## config.mk

```make
export PLATFORM = sky130hd
export DESIGN_NAME = ifu_pcgen
export DESIGN_NICKNAME = d
export VERILOG_FILES = /design/src/rtl/ifu_pcgen_pkg.sv /design/src/rtl/ifu_pcgen.sv
export SDC_FILE = /design/constraint.sdc
export NUM_CORES = 1
export LEC_CHECK = 0
export ABC_AREA = 1
export CAP_MARGIN = 20
export CORE_UTILIZATION = 35
export DETAILED_ROUTE_END_ITERATION = 10
export PLACE_DENSITY = 0.63
export SKIP_LAST_GASP = 1
export SYNTH_ARGS = -nofsm -noshare
export SYNTH_HDL_FRONTEND = slang
export SYNTH_SLANG_ARGS = --single-unit
```

## constraint.sdc

```tcl
create_clock -name clk -period 1.8 [get_ports clk]
set_clock_uncertainty 0.15 [all_clocks]
set_input_delay 0.27 -clock clk [delete_from_list [all_inputs] [get_ports clk]]
set_output_delay 0.27 -clock clk [all_outputs]
set_load 0.01 [all_outputs]
```

## src/rtl/ifu_pcgen_pkg.sv

```systemverilog
// Shared definitions for the fetch PC generator: PC width,
// reset vector and the 2-bit fetch-state encoding.
package ifu_pcgen_pkg;

    localparam int unsigned PC_SIZE = 32;
    localparam logic [PC_SIZE-1:0] PC_RESET_VEC = 32'h0000_0000;

    typedef enum logic [1:0] {
        ST_ISSUE = 2'd0,
        ST_WAIT  = 2'd1,
        ST_KILL  = 2'd2
    } pcgen_state_e;

endpackage

```

## src/rtl/ifu_pcgen.sv

```systemverilog
// Fetch PC generator: issues one fetch at a time, advances the PC by
// the returned instruction size and redirects on flush from commit.
// Ports:
//   clk, rst_n            clock, async active-low reset
//   pcgen_i_flush_req/pc  redirect request and target
//   pcgen_o_flush_ack     redirect accepted (always, same cycle)
//   pcgen_i_halt          hold off new fetch issue
//   pcgen_o_req_*         fetch request handshake and address
//   pcgen_i_rsp_*         fetch response and its size (rv32 / rv16)
//   pcgen_o_ir_valid      delivered-instruction pulse to decode
//   pcgen_o_pc_r          PC of the last delivered instruction
module ifu_pcgen
    import ifu_pcgen_pkg::*;
#(
    parameter int unsigned          W     = PC_SIZE,
    parameter logic [PC_SIZE-1:0]   RSTVEC = PC_RESET_VEC
) (
    input  logic         clk,
    input  logic         rst_n,
    input  logic         pcgen_i_flush_req,
    input  logic [W-1:0] pcgen_i_flush_pc,
    output logic         pcgen_o_flush_ack,
    input  logic         pcgen_i_halt,
    output logic         pcgen_o_req_valid,
    input  logic         pcgen_i_req_ready,
    output logic [W-1:0] pcgen_o_req_pc,
    input  logic         pcgen_i_rsp_valid,
    input  logic         pcgen_i_rsp_rv32,
    output logic         pcgen_o_ir_valid,
    output logic [W-1:0] pcgen_o_pc_r
);

    localparam logic [W-1:0] RST_PC = RSTVEC[W-1:0];

    pcgen_state_e state_q, state_d;
    logic [W-1:0] nxt_pc_q, nxt_pc_d;
    logic [W-1:0] out_pc_q, out_pc_d;
    logic [W-1:0] pc_r_q,   pc_r_d;
    logic         req_valid;
    logic         ir_valid;
    logic [W-1:0] step;

    assign step = pcgen_i_rsp_rv32 ? W'(4) : W'(2);

    always_comb begin
        state_d   = state_q;
        nxt_pc_d  = nxt_pc_q;
        out_pc_d  = out_pc_q;
        pc_r_d    = pc_r_q;
        req_valid = 1'b0;
        ir_valid  = 1'b0;

        unique case (state_q)
            ST_ISSUE: begin
                req_valid = ~pcgen_i_halt & ~pcgen_i_flush_req;
                if (req_valid && pcgen_i_req_ready) begin
                    out_pc_d = nxt_pc_q;
                    state_d  = ST_WAIT;
                end
            end
            ST_WAIT: begin
                if (pcgen_i_rsp_valid) begin
                    state_d = ST_ISSUE;
                    if (!pcgen_i_flush_req) begin
                        ir_valid = 1'b1;
                        pc_r_d   = out_pc_q;
                        nxt_pc_d = out_pc_q + step;
                    end
                end else if (pcgen_i_flush_req) begin
                    state_d = ST_KILL;
                end
            end
            ST_KILL: begin
                if (pcgen_i_rsp_valid) begin
                    state_d = ST_ISSUE;
                end
            end
            default: state_d = ST_ISSUE;
        endcase

        // Redirect target overrides any sequential advance; latest wins.
        if (pcgen_i_flush_req) begin
            nxt_pc_d = {pcgen_i_flush_pc[W-1:1], 1'b0};
        end
    end

    always_ff @(posedge clk or negedge rst_n) begin
        if (!rst_n) begin
            state_q  <= ST_ISSUE;
            nxt_pc_q <= RST_PC;
            out_pc_q <= RST_PC;
            pc_r_q   <= RST_PC;
        end else begin
            state_q  <= state_d;
            nxt_pc_q <= nxt_pc_d;
            out_pc_q <= out_pc_d;
            pc_r_q   <= pc_r_d;
        end
    end

    // Outputs are gated while reset is held so nothing leaks to the
    // fetch port or decode from inputs that are still toggling.
    assign pcgen_o_req_valid = req_valid & rst_n;
    assign pcgen_o_flush_ack = pcgen_i_flush_req & rst_n;
    assign pcgen_o_ir_valid  = ir_valid & rst_n;
    assign pcgen_o_req_pc    = nxt_pc_q;
    assign pcgen_o_pc_r      = pc_r_q;

endmodule

```

# Word level (Yosys, flattened, before mapping)
# Cells that the tools add are included.
dict set report word_totals {
  mem_bits_ro 0
  latch_bits 0
  elab_cells 37
  ff_bits 98
  output_inout_bits 67
  inputBits 39
  ramBits 0
  memories 0
}
dict set report classes {
  shifts 0
  bitwise 6
  mul 0
  mux 13
  n_eq_ne 5
  n_lt_le_gt_ge 0
  n_addsub 1
  reduce_logical 8
  n_div 0
}
# op n
set ops {}
lappend ops {{2-to-1 mux 32 bit} 3}
lappend ops {{adder 32 x 3 -> 32 bit} 1}
lappend ops {{2-to-1 mux 2 bit} 4}
lappend ops {{one-hot mux 2 bit (3 select lines)} 1}
lappend ops {{AND reduction 3 bit} 2}
lappend ops {{bitwise AND 1 bit} 4}
lappend ops {{2-to-1 mux 1 bit} 4}
lappend ops {{!= test 2 bit (second input constant)} 2}
lappend ops {{AND reduction 2 bit} 2}
lappend ops {{nonzero test 2 bit} 2}
lappend ops {{2-to-1 mux 3 bit} 1}
lappend ops {{!= test 3 bit (second input constant)} 1}
lappend ops {{equality test 2 x 1 -> 1 bit (second input constant)} 1}
lappend ops {{equality test 2 bit (second input constant)} 1}
lappend ops {{logical NOT 2 bit} 1}
lappend ops {{NOT 1 bit} 2}
lappend ops {{logical AND 1 bit} 1}

# Longest topological paths before layout
dict set report logic_depth {
  ltp_word 5
  ltp_mapped 12
  depth_no_buf 12
}

# Worst setup path after synthesis
# No wires, ideal clock.
dict set report synth_path {
  kind {flip-flop to flip-flop}
  from {register out_pc_q[1]}
  to {register nxt_pc_q[25] (netlist: pcgen_o_req_pc[25])}
  setup_time_ns 0.116
  arrival_ns 1.535
  synth_period_minus_slack_ns 1.802
  slack_ns -0.002
  stages_incl_launch_ff 11
  cell_sequence {dfrtp_1 -> ha_1 -> fa_1 -> nand2_2 -> nor2_4 -> nand2_4 -> inv_1 -> nand3_1 -> nand3_1 -> nand2_1 -> nand2_1}
}
dict set report synth_via {
  elab_chain_cells 4
}
# element line_no
set synth_lines {}
lappend synth_lines {{start, declared} ifu_pcgen.sv:37} ;# logic [W-1:0] out_pc_q, out_pc_d;
lappend synth_lines {{start signal, assigned} ifu_pcgen.sv:96} ;# out_pc_q <= out_pc_d;
lappend synth_lines {{adder 32 x 3 -> 32 bit} ifu_pcgen.sv:67} ;# nxt_pc_d = out_pc_q + step;
lappend synth_lines {{2-to-1 mux 32 bit} ifu_pcgen.sv:62} ;# if (pcgen_i_rsp_valid) begin
lappend synth_lines {{2-to-1 mux 32 bit} ifu_pcgen.sv:53} ;# unique case (state_q)
lappend synth_lines {{2-to-1 mux 32 bit} ifu_pcgen.sv:82} ;# if (pcgen_i_flush_req) begin
lappend synth_lines {{end signal, assigned} ifu_pcgen.sv:95} ;# nxt_pc_q <= nxt_pc_d;
lappend synth_lines {{end, declared} ifu_pcgen.sv:36} ;# logic [W-1:0] nxt_pc_q, nxt_pc_d;
# No other way between the ends. The select of a mux whose other input is x is not followed.
# A chain may end at the register's enable or synchronous reset.

# Final worst setup path
dict set report layout_path {
  from {register out_pc_q[1]}
  to {register nxt_pc_q[27] (netlist: pcgen_o_req_pc[27])}
}
# Same word-level chain as after synthesis.

==> key figures <==
Route
  – Routed met1 length: 6720 um
  – Starting DRC count in detailed routing: 419
  – Wire length on met3: 943 um
  – Via count of the routed design: 4778
  – Total length of routed wires: 14500 um
  – Highest routing layer actually used: met4
  – Number of nets still failing antenna checks after routing: 0
  – # DRC: 0
  – Wire length per cell: 14.9 um
  – Average vias per placed instance: 4.91
  – Pre-antenna DRT Iters: 6
  – Met2 layer wire length in the routed design: 6530 um

Setup path
  – CP max FO: 8
  – Register-to-register setup slack: -0.06 ns
  – Startpoint Class: flop
  – Crit path DAT: 1.96 ns
  – Reg-to-reg endpoint: pcgen_o_req_pc[27]
  – Setup crit end kind: flop
  – Worst Path Required: 1.90 ns
  – Cell depth of the worst flop-to-flop path: 11
  – Crit Path Class: reg2reg
  – Reg-to-reg critical path startpoint: out_pc_q[1]

GRT
  – Largest net degree at the start of global routing: 99
  – Antenna violations before repair: 0
  – Wire length of the first global-routing pass: 23600 um
  – GRT overflow: 0
  – GRT Resource Usage Total: 21.1%
  – Vias in the first global route: 4615

Floorplanning
  – Die Footprint: 14600 um2
  – Horizontal extent of the die: 121 um
  – Core outline area: 13800 um2
  – Starting utilization of the core area: 35.7%
  – Site Rows: 43
  – I/O pin total: 106
  – Die height: 121 um

Yosys
  – Multiplexer share of the synthesized area: 0.228%
  – Average instance area after synthesis: 7.58 um2
  – Post-Syn Area: 4940 um2
  – Syn Nets: 694
  – Compound-cell area share of the yosys netlist: 10.0%
  – Number of unique standard cell types used by synthesis: 31
  – Adder-cell share of the synthesized area: 0.912%
  – Share of synthesized cell area in and, or, nand and nor gates: 31.8%
  – Xor-xnor portion of the synthesized cell area: 0%
  – Flops & latches, synth: 98
  – Syn Inst Count: 652
  – Number of synthesis warnings: 0
  – Combinational family with the most area after synthesis: simple AND/OR/NAND/NOR gates
  – Sequential-to-total area share from yosys stat: 49.6%

Cells and area
  – Antenna diode count: 0
  – Area added between synthesis and finish: 39.6%
  – Highest-count cells in the layout ignoring fill and taps: 200 x sky130_fd_sc_hd__nand2_1, 99 x sky130_fd_sc_hd__clkdlybuf4s50_1, 96 x sky130_fd_sc_hd__nor2_1, 96 x sky130_fd_sc_hd__dfrtp_1, 56 x sky130_fd_sc_hd__inv_1
  – Share of layout cells above drive strength 1: 13.4%
  – Final core occ: 49.9%
  – Filler cells: 1310
  – Register cell area after layout: 2450 um2
  – Commonest non-fill, non-tap cell in the layout: sky130_fd_sc_hd__nand2_1
  – Final net count: 830
  – Combined area of the multi-input logic cells: 2210 um2

Placement
  – Last weighted congestion value of the routability-driven placer: 0.898
  – Post-DP HPWL: 10500 um
  – Count of buffers inserted at the top-level ports: 104

Timing
  – Final-report hold violation count: 0
  – Slack of the critical path: -0.0623 ns
  – Final-report max-slew violation count: 0
  – Worst-Margin Slew: 0.582 ns
  – Slew margin rel.: 61.2%
  – Post-route minimum period: 1.86 ns
  – Tcrit/Tclk final: 103%
  – Highest Clock Rate: 537 MHz
  – Setup repair after global routing missed its margin: yes
  – Setup-failing EPs final: 13
  – Summed negative setup slack over all endpoints: -0.358 ns

Flow run
  – Max-cap check violation count: 0

Power and ir drop
  – Leakage Power: 3.22 nW
  – Overall power consumption: 7.59 mW
  – Worst supply voltage drop on vdd: 0.663 mV
  – P per Cell Area: 1100 nW/um2

Run status
  – Failing checks: negative setup slack
  – Outcome: finished with violations

Clock tree
  – Deepest clock path buffer count: 2
  – Total clock sinks: 98
  – Source-to-sink clock delay at the later pin of the worst-skew pair: 0.36 ns
  – Clock tree from TritonCTS: yes
  – Clk pin slew, worst setup/hold paths: 0.07 ns
  – Number of H-tree levels: 3
  – Clk Tree Root Cell: sky130_fd_sc_hd__clkbuf_16
  – Number of buffers created by CTS: 9

Worst hold path
  – Class of the tightest hold or removal check: reg2reg
  – Worst hold path cell count: 2
  – Hold_sp: pcgen_o_pc_r[1]
  – Terminating pin of the worst hold path: pcgen_o_pc_r[1]
-- worst max-delay path, cell delays in order, from the launching register on --
cell,delay (ns)
sky130_fd_sc_hd__dfrtp_1,0.40
sky130_fd_sc_hd__ha_4,0.17
sky130_fd_sc_hd__fa_2,0.22
sky130_fd_sc_hd__nand2_2,0.07
sky130_fd_sc_hd__nor2_4,0.18
sky130_fd_sc_hd__nand2_4,0.13
sky130_fd_sc_hd__nor2_4,0.14
sky130_fd_sc_hd__nand2_1,0.07
sky130_fd_sc_hd__nand2_1,0.06
sky130_fd_sc_hd__nand3_1,0.07
sky130_fd_sc_hd__nand2_1,0.06
sky130_fd_sc_hd__nand2_1,0.04
-- worst max path at each step --
stage	start	end	slack (ns)	depth (start not counted)
floorplan	out_pc_q[1]	pcgen_o_req_pc[25]	0.05	10
global placement	pcgen_i_rsp_rv32	pcgen_o_req_pc[25]	-0.48	12
detailed placement	pcgen_i_rsp_rv32	pcgen_o_req_pc[23]	-0.53	12
CTS	out_pc_q[1]	pcgen_o_req_pc[27]	-0.07	11
global route	out_pc_q[1]	pcgen_o_req_pc[27]	-0.20	11
finish	out_pc_q[1]	pcgen_o_req_pc[27]	-0.06	11
-- layout make-up --
| type | instances | area share [%] |
|---|---|---|
| flip-flops and latches | 98 | 35.6 |
| well taps | 180 | 3.27 |
| multi-input cells | 469 | 32.0 |
| inverters | 59 | 3.21 |
| repair buffers | 151 | 21.4 |
| clock inverters | 6 | 1.05 |
| clock buffers | 10 | 3.47 |
-- routing by layer --
layer / vias up / track usage (%)
li1: 2332 / -
met1: 2264 / 29.0
met2: 165 / 32.9
met3: 17 / 5.00
met4: 0 / 6.40
met5: - / 0
-- flip-flops by register name (all words and copies together), names as in the netlist --
register	count
pcgen_o_req_pc	32
state_q	2
pcgen_o_pc_r	32
out_pc_q	32
-- timing repair --
item	4_1_cts	5_1_grt
gates resized for setup	13	24
buffers inserted	2	3
hold buffers	1	0
pin swaps	10	6
hold endpoints to repair	98	0
setup endpoints to repair	26	29
-- synth_stat cells (all sizes together) --
master,count,area [um2]
a21oi,26,141
a31oi,3,18.8
buf,16,88.8
clkbuf,9,43.8
dfrtp,98,2450
dlymetal6s2s,1,12.5
fa,1,20.0
ha,2,25.0
inv,59,221
mux2,1,11.3
nand2,208,798
nand3,42,225
nand3b,2,15.0
nand4,7,43.8
nor2,112,483
o211ai,3,22.5
o21ai,57,285
o21bai,1,7.51
o22ai,3,18.8
or2,1,6.26
-- stage by stage --
step	cells	hold slack (ns)	worst slack, ns	area [um2]
6_report	973	0.333	-0.0623	6900
5_1_grt	973	0.360	-0.199	6900
4_1_cts	971	0.328	-0.0683	6810
3_5_place_dp	952	0.263	-0.529	6450
3_3_place_gp	952	0.254	-0.481	6450
2_1_floorplan	652	-0.176	0.0538	4940
-- logic make-up after synthesis --
family | count (synthesis)
compound gates | 93
fa+ha+maj | 3
buf+inv | 85
flops | 98
mux | 1
simple gates | 372
-- report_power, final --
| group | internal, mW | total, mW | switching [mW] |
|---|---|---|---|
| logic | 1.20 | 2.36 | 1.16 |
| registers | 2.72 | 3.19 | 0.473 |
| clock network | 1.13 | 2.04 | 0.909 |
| total | 5.05 | 7.59 | 2.54 |
Note: power is estimated with default switching activity, not from simulation.
==> RTL edit 1 (same flow settings) <==
`PC_SIZE`: 32 -> 64.
--- a/src/rtl/ifu_pcgen_pkg.sv
+++ b/src/rtl/ifu_pcgen_pkg.sv
@@ -2,7 +2,7 @@
 // reset vector and the 2-bit fetch-state encoding.
 package ifu_pcgen_pkg;
 
-    localparam int unsigned PC_SIZE = 32;
+    localparam int unsigned PC_SIZE = 64;
     localparam logic [PC_SIZE-1:0] PC_RESET_VEC = 32'h0000_0000;
 
     typedef enum logic [1:0] {
Interface: changed (resized pcgen_i_flush_pc, pcgen_o_pc_r and pcgen_o_req_pc); port bits go from 106 to 202. No check against the original RTL was run, so the function may have changed too.
==> RTL edit 1 against the original RTL <==
The flow still finishes with violations (setup timing). Global-route usage rose by 4.3 points. Clock power rose by 110%. Wire length increased to 2.5 times the old value. First-iteration DRC count rose by 89%. Via count grew 120%. Sequential cell count increased by 96. Area after synthesis is 100% higher. Critical path depth stayed put. Worst setup slack got worse by 0.26 ns. Power up 110%. Cell area grew 120%. Critical endpoint is now pcgen_o_req_pc[43]$_DFFE_PN0P_. Largest power group unchanged. Highest routed layer unchanged.
==> RTL edit 1: results (changes against the original RTL) <==
| Metric | Value |
|---|---|
| Xor and xnor fraction of the mapped netlist area | 1.33% (+1.3 points) |
| Total power | 15.6 mW (+110%) |
| Synth area leaders | dfrtp_1 49%, nand2_1 15%, nor2_1 9.0%, o21ai_0 5.9%, inv_1 4.8% |
| Failing checks | setup timing |
| Status | complete, but fails checks |
| Worst-Margin Slew | 0.894 ns (+0.313 ns) |
| Share of cells above drive strength 1 | 22.7% (+9.4 points) |
| Met2 wire len | 16,400 um (+150%) |
| Met1 Use GR | 37.0% (+8.0 points) |
| Clk pwr share | 27.1% (+0.2 points) |
| Final worst slack | -0.322 ns (-0.259 ns) |
| Largest delay share family, worst path | adder cells |
| # Post-CTS Setup Buffers | 16 (+14) |
| Vias in the first global route | 9,822 (+110%) |
| Hold_buf cts | 1 (unchanged) |
| Compound-gate portion of the synthesized area | 9.97% (-0.029 points) |
| Post-Route M1 WL | 17,400 um (+160%) |
| Leakage power | 7.76 nW (+140%) |
| DP Wirelength | 27,000 um (+160%) |
| Sw Pwr | 5.43 mW (+110%) |
| Met2 GRT Util | 39.4% (+6.4 points) |
| Clk buf depth | 2 (unchanged) |
| Inserted Clock Buffers | 17 (+8) |
| Htree depth | 4 (+1) |
| Dpl ws | -0.779 ns (-0.250 ns) |
| Syn_nets | 1,413 (+100%) |
| FILL cells | 2,640 (+100%) |
| Post-CTS resize count | 146 (+133) |
| Worst skew pair latency | 0.45 ns (+0.09 ns) |
| Yosys cell types | 35 (+13%) |
| Met3 usage | 3.53% (-1.5 points) |
| DR WL met3 | 2310 um (+150%) |
| DR WL/cell | 17.4 um (+17%) |
| Crit path DAT | 2.30 ns (+0.34 ns) |
| Worst VDD drop | 0.000491 V (-26%) |
| Post-DR vias/cell | 4.91 (about the same) |
| Final net count | 1,785 (+120%) |
| Register area share after synthesis | 49.1% (-0.53 points) |
| R2r endpoint | pcgen_o_req_pc[43]$_DFFE_PN0P_ |
| Final setup violation count | 59 (+46) |
| First-pass GRT wire length | 55,300 um (+130%) |
| Sequential power | 6.32 mW (+98%) |
| Mux cell area share after synthesis | 0.456% (+0.23 points) |
| Hold Path Class | primary input to asynchronous set/reset pin |
| Pre-antenna DRT Iters | 5 (-1) |
| Post-DP Area | 13,700 sq um (+110%) |
| Max FO, Critical Path | 3 (-5) |
| Adder-cell share of the synthesized area | 0.456% (-0.46 points) |
| GPL Wtd Cong | 0.907 (+1.1%) |
| Setup TNS | -10.18 ns (-9.82 ns) |
| 1st-iter DRT viols | 794 (+89%) |
| GRT Overall Usage | 25.4% (+4.3 points) |
| Ranking of synthesized cells by instance count | 384 x nand2_1, 236 x nor2_1, 194 x dfrtp_1 |
| Largest net degree at the start of global routing | 125 (+26%) |
| Max incr delay on CP | 0.44 ns (+0.04 ns) |
| I/O Buffers | 200 (+92%) |
-- RTL edit 1: changes by cell type after synthesis, moves of 15 or more --
| cell | change |
|---|---|
| inv_1 | +69 |
| nand2_1 | +181 |
| clkbuf_1 | +21 |
| xor2_1 | +15 |
| nand3_1 | +34 |
| nand4_1 | +16 |
| dfrtp_1 | +96 |
| o21ai_0 | +65 |
| nor2_1 | +137 |
-- RTL edit 1: per-stage QoR --
step / instances / hold slack, ns / utilization, %
after CTS: 2089 / 0.0646 / 52.9
after detailed placement: 2043 / -0.0627 / 49.2
after global placement: 2043 / -0.0624 / 49.2
final: 2102 / 0.0714 / 54.9
after global routing: 2102 / 0.0706 / 54.9
after floorplan: 1339 / -0.176 / -
-- RTL edit 1: layout make-up --
class                           count  area [sq um]  share of cell area [%]
Inverter                          130           503                    3.30
Sequential cell                   194          4860                    31.9
Multi-Input combinational cell    964          4960                    32.5
Clock inverter                     15           211                    1.39
Tap cell                          378           473                    3.10
Timing Repair Buffer              404          3810                    25.0
Clock buffer                       17           425                    2.79
==> RTL edit 2 (same flow settings) <==
Made on the original files. Reset style: synchronous (`rst_n`), changed in one clocked block. Comments in the files are not updated.
--- a/src/rtl/ifu_pcgen.sv
+++ b/src/rtl/ifu_pcgen.sv
@@ -84,7 +84,7 @@
         end
     end
 
-    always_ff @(posedge clk or negedge rst_n) begin
+    always_ff @(posedge clk) begin
         if (!rst_n) begin
             state_q  <= ST_ISSUE;
             nxt_pc_q <= RST_PC;
Check against the original RTL: differs if rst_n is asserted again (counterexample within 4 cycles, from zero or initial values and one cycle with rst_n low); with rst_n held inactive, the same outputs for 10 cycles.
==> RTL edit 2 against the original RTL <==
The flow still finishes with violations (setup timing). Worst setup slack worse by 0.076 ns. Cell area is 3.4% lower. Global-route usage is 0.60 points higher. Area after synthesis is 6.4% lower. Worst hold slack worse by 0.15 ns. Sequential cell count stayed put. Die area is 6.3% lower. Wire length is 1.4% lower. Critical endpoint is now pcgen_o_req_pc[27]$_SDFFE_PN0P_.
Power is not compared: it rests on default switching activity, and its combinational part moved more than twofold at a synthesized area within 25%.
==> RTL edit 2: results (changes against the original RTL) <==
| Metric | Value |
|---|---|
| Status | complete, but fails checks |
| Failing checks | setup timing |
| Pre-antenna DRT Iters | 5 (-1) |
| Syn_nets | 682 (-1.7%) |
| Vias | 4,734 (-0.92%) |
| DR WL met3 | 629 um (-33%) |
| Mapped Cells | 640 (-1.8%) |
| Worst hold stages | 4 (+2) |
| Post-Route M1 WL | 6550 um (-2.5%) |
| Leakage power | 2.67 nW |
| GPL Wtd Cong | 0.816 (-9.1%) |
| Max FO, Critical Path | 5 (-3) |
| Clk buf depth | 2 (unchanged) |
| Ranking of synthesized cells by instance count | 118 x nand2_1, 98 x dfxtp_1, 77 x o21ai_0 |
| Worst r2r src | out_pc_q[1]$_SDFFE_PN0P_ |
| Met2 wire len | 6910 um (+5.8%) |
| Met2 GRT Util | 37.6% (+4.6 points) |
| R2r endpoint | pcgen_o_req_pc[27]$_SDFFE_PN0P_ |
| Hold endpoint | pcgen_o_req_pc[0]$_SDFFE_PP0P_ |
| ANT cells | 0 (unchanged) |
| 1st-iter DRT viols | 370 (-12%) |
| Met3 usage | 3.35% (-1.7 points) |
| Register area share after synthesis | 42.4% (-7.2 points) |
| Hold Path Class | primary input to flip-flop |
| Primary FF master, synth | dfxtp_1 |
| Hold path start | rst_n |
| Post-CTS resize count | 28 (+15) |
| Met1 Use GR | 27.6% (-1.4 points) |
| DR WL/cell | 15.0 um (+0.56%) |
| DP Cell Count | 930 (-2.3%) |
| Initial antenna violation count | 0 (unchanged) |
| # Post-CTS Setup Buffers | 7 (+5) |
| GRT Overall Usage | 21.7% (+0.60 points) |
| Final net count | 821 (-1.1%) |
| DR top layer | met4 |
| Share of cells above drive strength 1 | 17.1% (+3.8 points) |
| Final worst slack | -0.139 ns (-0.0763 ns) |
| First-pass GRT wire length | 22,700 um (-3.9%) |
| Ys async rst share | 0% (-100 points) |
| Htree depth | 3 (unchanged) |
| Post-DR vias/cell | 4.96 (+1.1%) |
| Vias in the first global route | 4,584 (-0.67%) |
| Crit path DAT | 2.03 ns (+0.07 ns) |
| Worst slew margin | 73.5% (+12 points) |
| Yosys cell types | 37 (+19%) |
| MaxCap Viol Count | 0 (unchanged) |
| Largest net degree at the start of global routing | 73 (-26%) |
| DP Wirelength | 9980 um (-5.1%) |
| Dpl ws | -0.689 ns (-0.159 ns) |
| Final setup violation count | 9 (-4) |
| I/O Buffers | 104 (unchanged) |
| Synth area leaders | dfxtp_1 42%, nand2_1 9.6%, o21ai_0 8.3%, a21oi_1 6.2%, inv_1 5.9% |
[RTL edit 2: changes by cell type in the layout (fill, tap and decap cells not counted), moves of 9 or more]
cell and change:
a211oi_2 +10, a21oi_1 +31, buf_4 +10, dfrtp_1 -96, dfxtp_1 +94, inv_1 +17, nand2_1 -87, nand3_1 +9
nor2_1 -46, nor3_1 +9, o21ai_0 +25
[RTL edit 2: logic make-up after synthesis]
logic type | Yosys count | synth area share [%]
fa+ha+maj | 3 | 0.974
buf+inv | 113 | 10.8
simple gates | 265 | 25.9
compound gates | 161 | 19.9
flops | 98 | 42.4
[RTL edit 2: power by group]
group          switching (mW)  total [mW]  leakage (nW)  internal, mW
clock                   0.832        1.79         0.119         0.959
combinational           0.300       0.608          1.75         0.307
sequential             0.0844        2.35         0.803          2.26
[RTL edit 2: worst max-delay path, stage by stage (launching register included)]
cell and delay, ns:
dfxtp_2 0.36, ha_4 0.14, fa_2 0.22, nand2_4 0.06, nor2_4 0.16, nand2_4 0.10, nor2_4 0.23, nand2_2 0.10
o21bai_1 0.12, nand3_1 0.08, nand2_1 0.07, inv_1 0.04
[RTL edit 2: worst max path at each step]
stage | startpoint | endpoint | slack [ns] | depth (start not counted)
after floorplan | pcgen_i_rsp_rv32 | pcgen_o_req_pc[15]$_SDFFE_PN0P_ | 0.03 | 12
after global placement | pcgen_i_rsp_rv32 | pcgen_o_req_pc[27]$_SDFFE_PN0P_ | -0.65 | 13
after detailed placement | pcgen_i_rsp_rv32 | pcgen_o_req_pc[27]$_SDFFE_PN0P_ | -0.69 | 13
after CTS | out_pc_q[1]$_SDFFE_PN0P_ | pcgen_o_req_pc[15]$_SDFFE_PN0P_ | -0.12 | 11
after global routing | out_pc_q[1]$_SDFFE_PN0P_ | pcgen_o_req_pc[27]$_SDFFE_PN0P_ | -0.20 | 11
final | out_pc_q[1]$_SDFFE_PN0P_ | pcgen_o_req_pc[27]$_SDFFE_PN0P_ | -0.14 | 11
[RTL edit 2: through the flow]
stage / TNS (ns) / cell area [sq um] / power (mW) / util (%) / hold WS (ns)
after global placement: -25.77 / 6150 / 2.97 / 48.1 / 0.303
after global routing: -1.84 / 6670 / 4.95 / 52.2 / 0.205
after floorplan: 0 / 4630 / 2.65 / - / 0.246
after CTS: -0.808 / 6550 / 4.76 / 51.3 / 0.212
final: -0.911 / 6670 / 4.75 / 52.2 / 0.187
after detailed placement: -28.22 / 6150 / 2.98 / 48.1 / 0.307
[RTL edit 2: layout make-up]
class | count | area [sq um]
clock inverter | 4 | 30.0
multi-input combinational | 430 | 2330
tap | 172 | 215
sequential | 98 | 1970
inverter | 79 | 304
clock buffer | 10 | 239
fill | 1209 | 6110
timing repair buffer | 161 | 1570
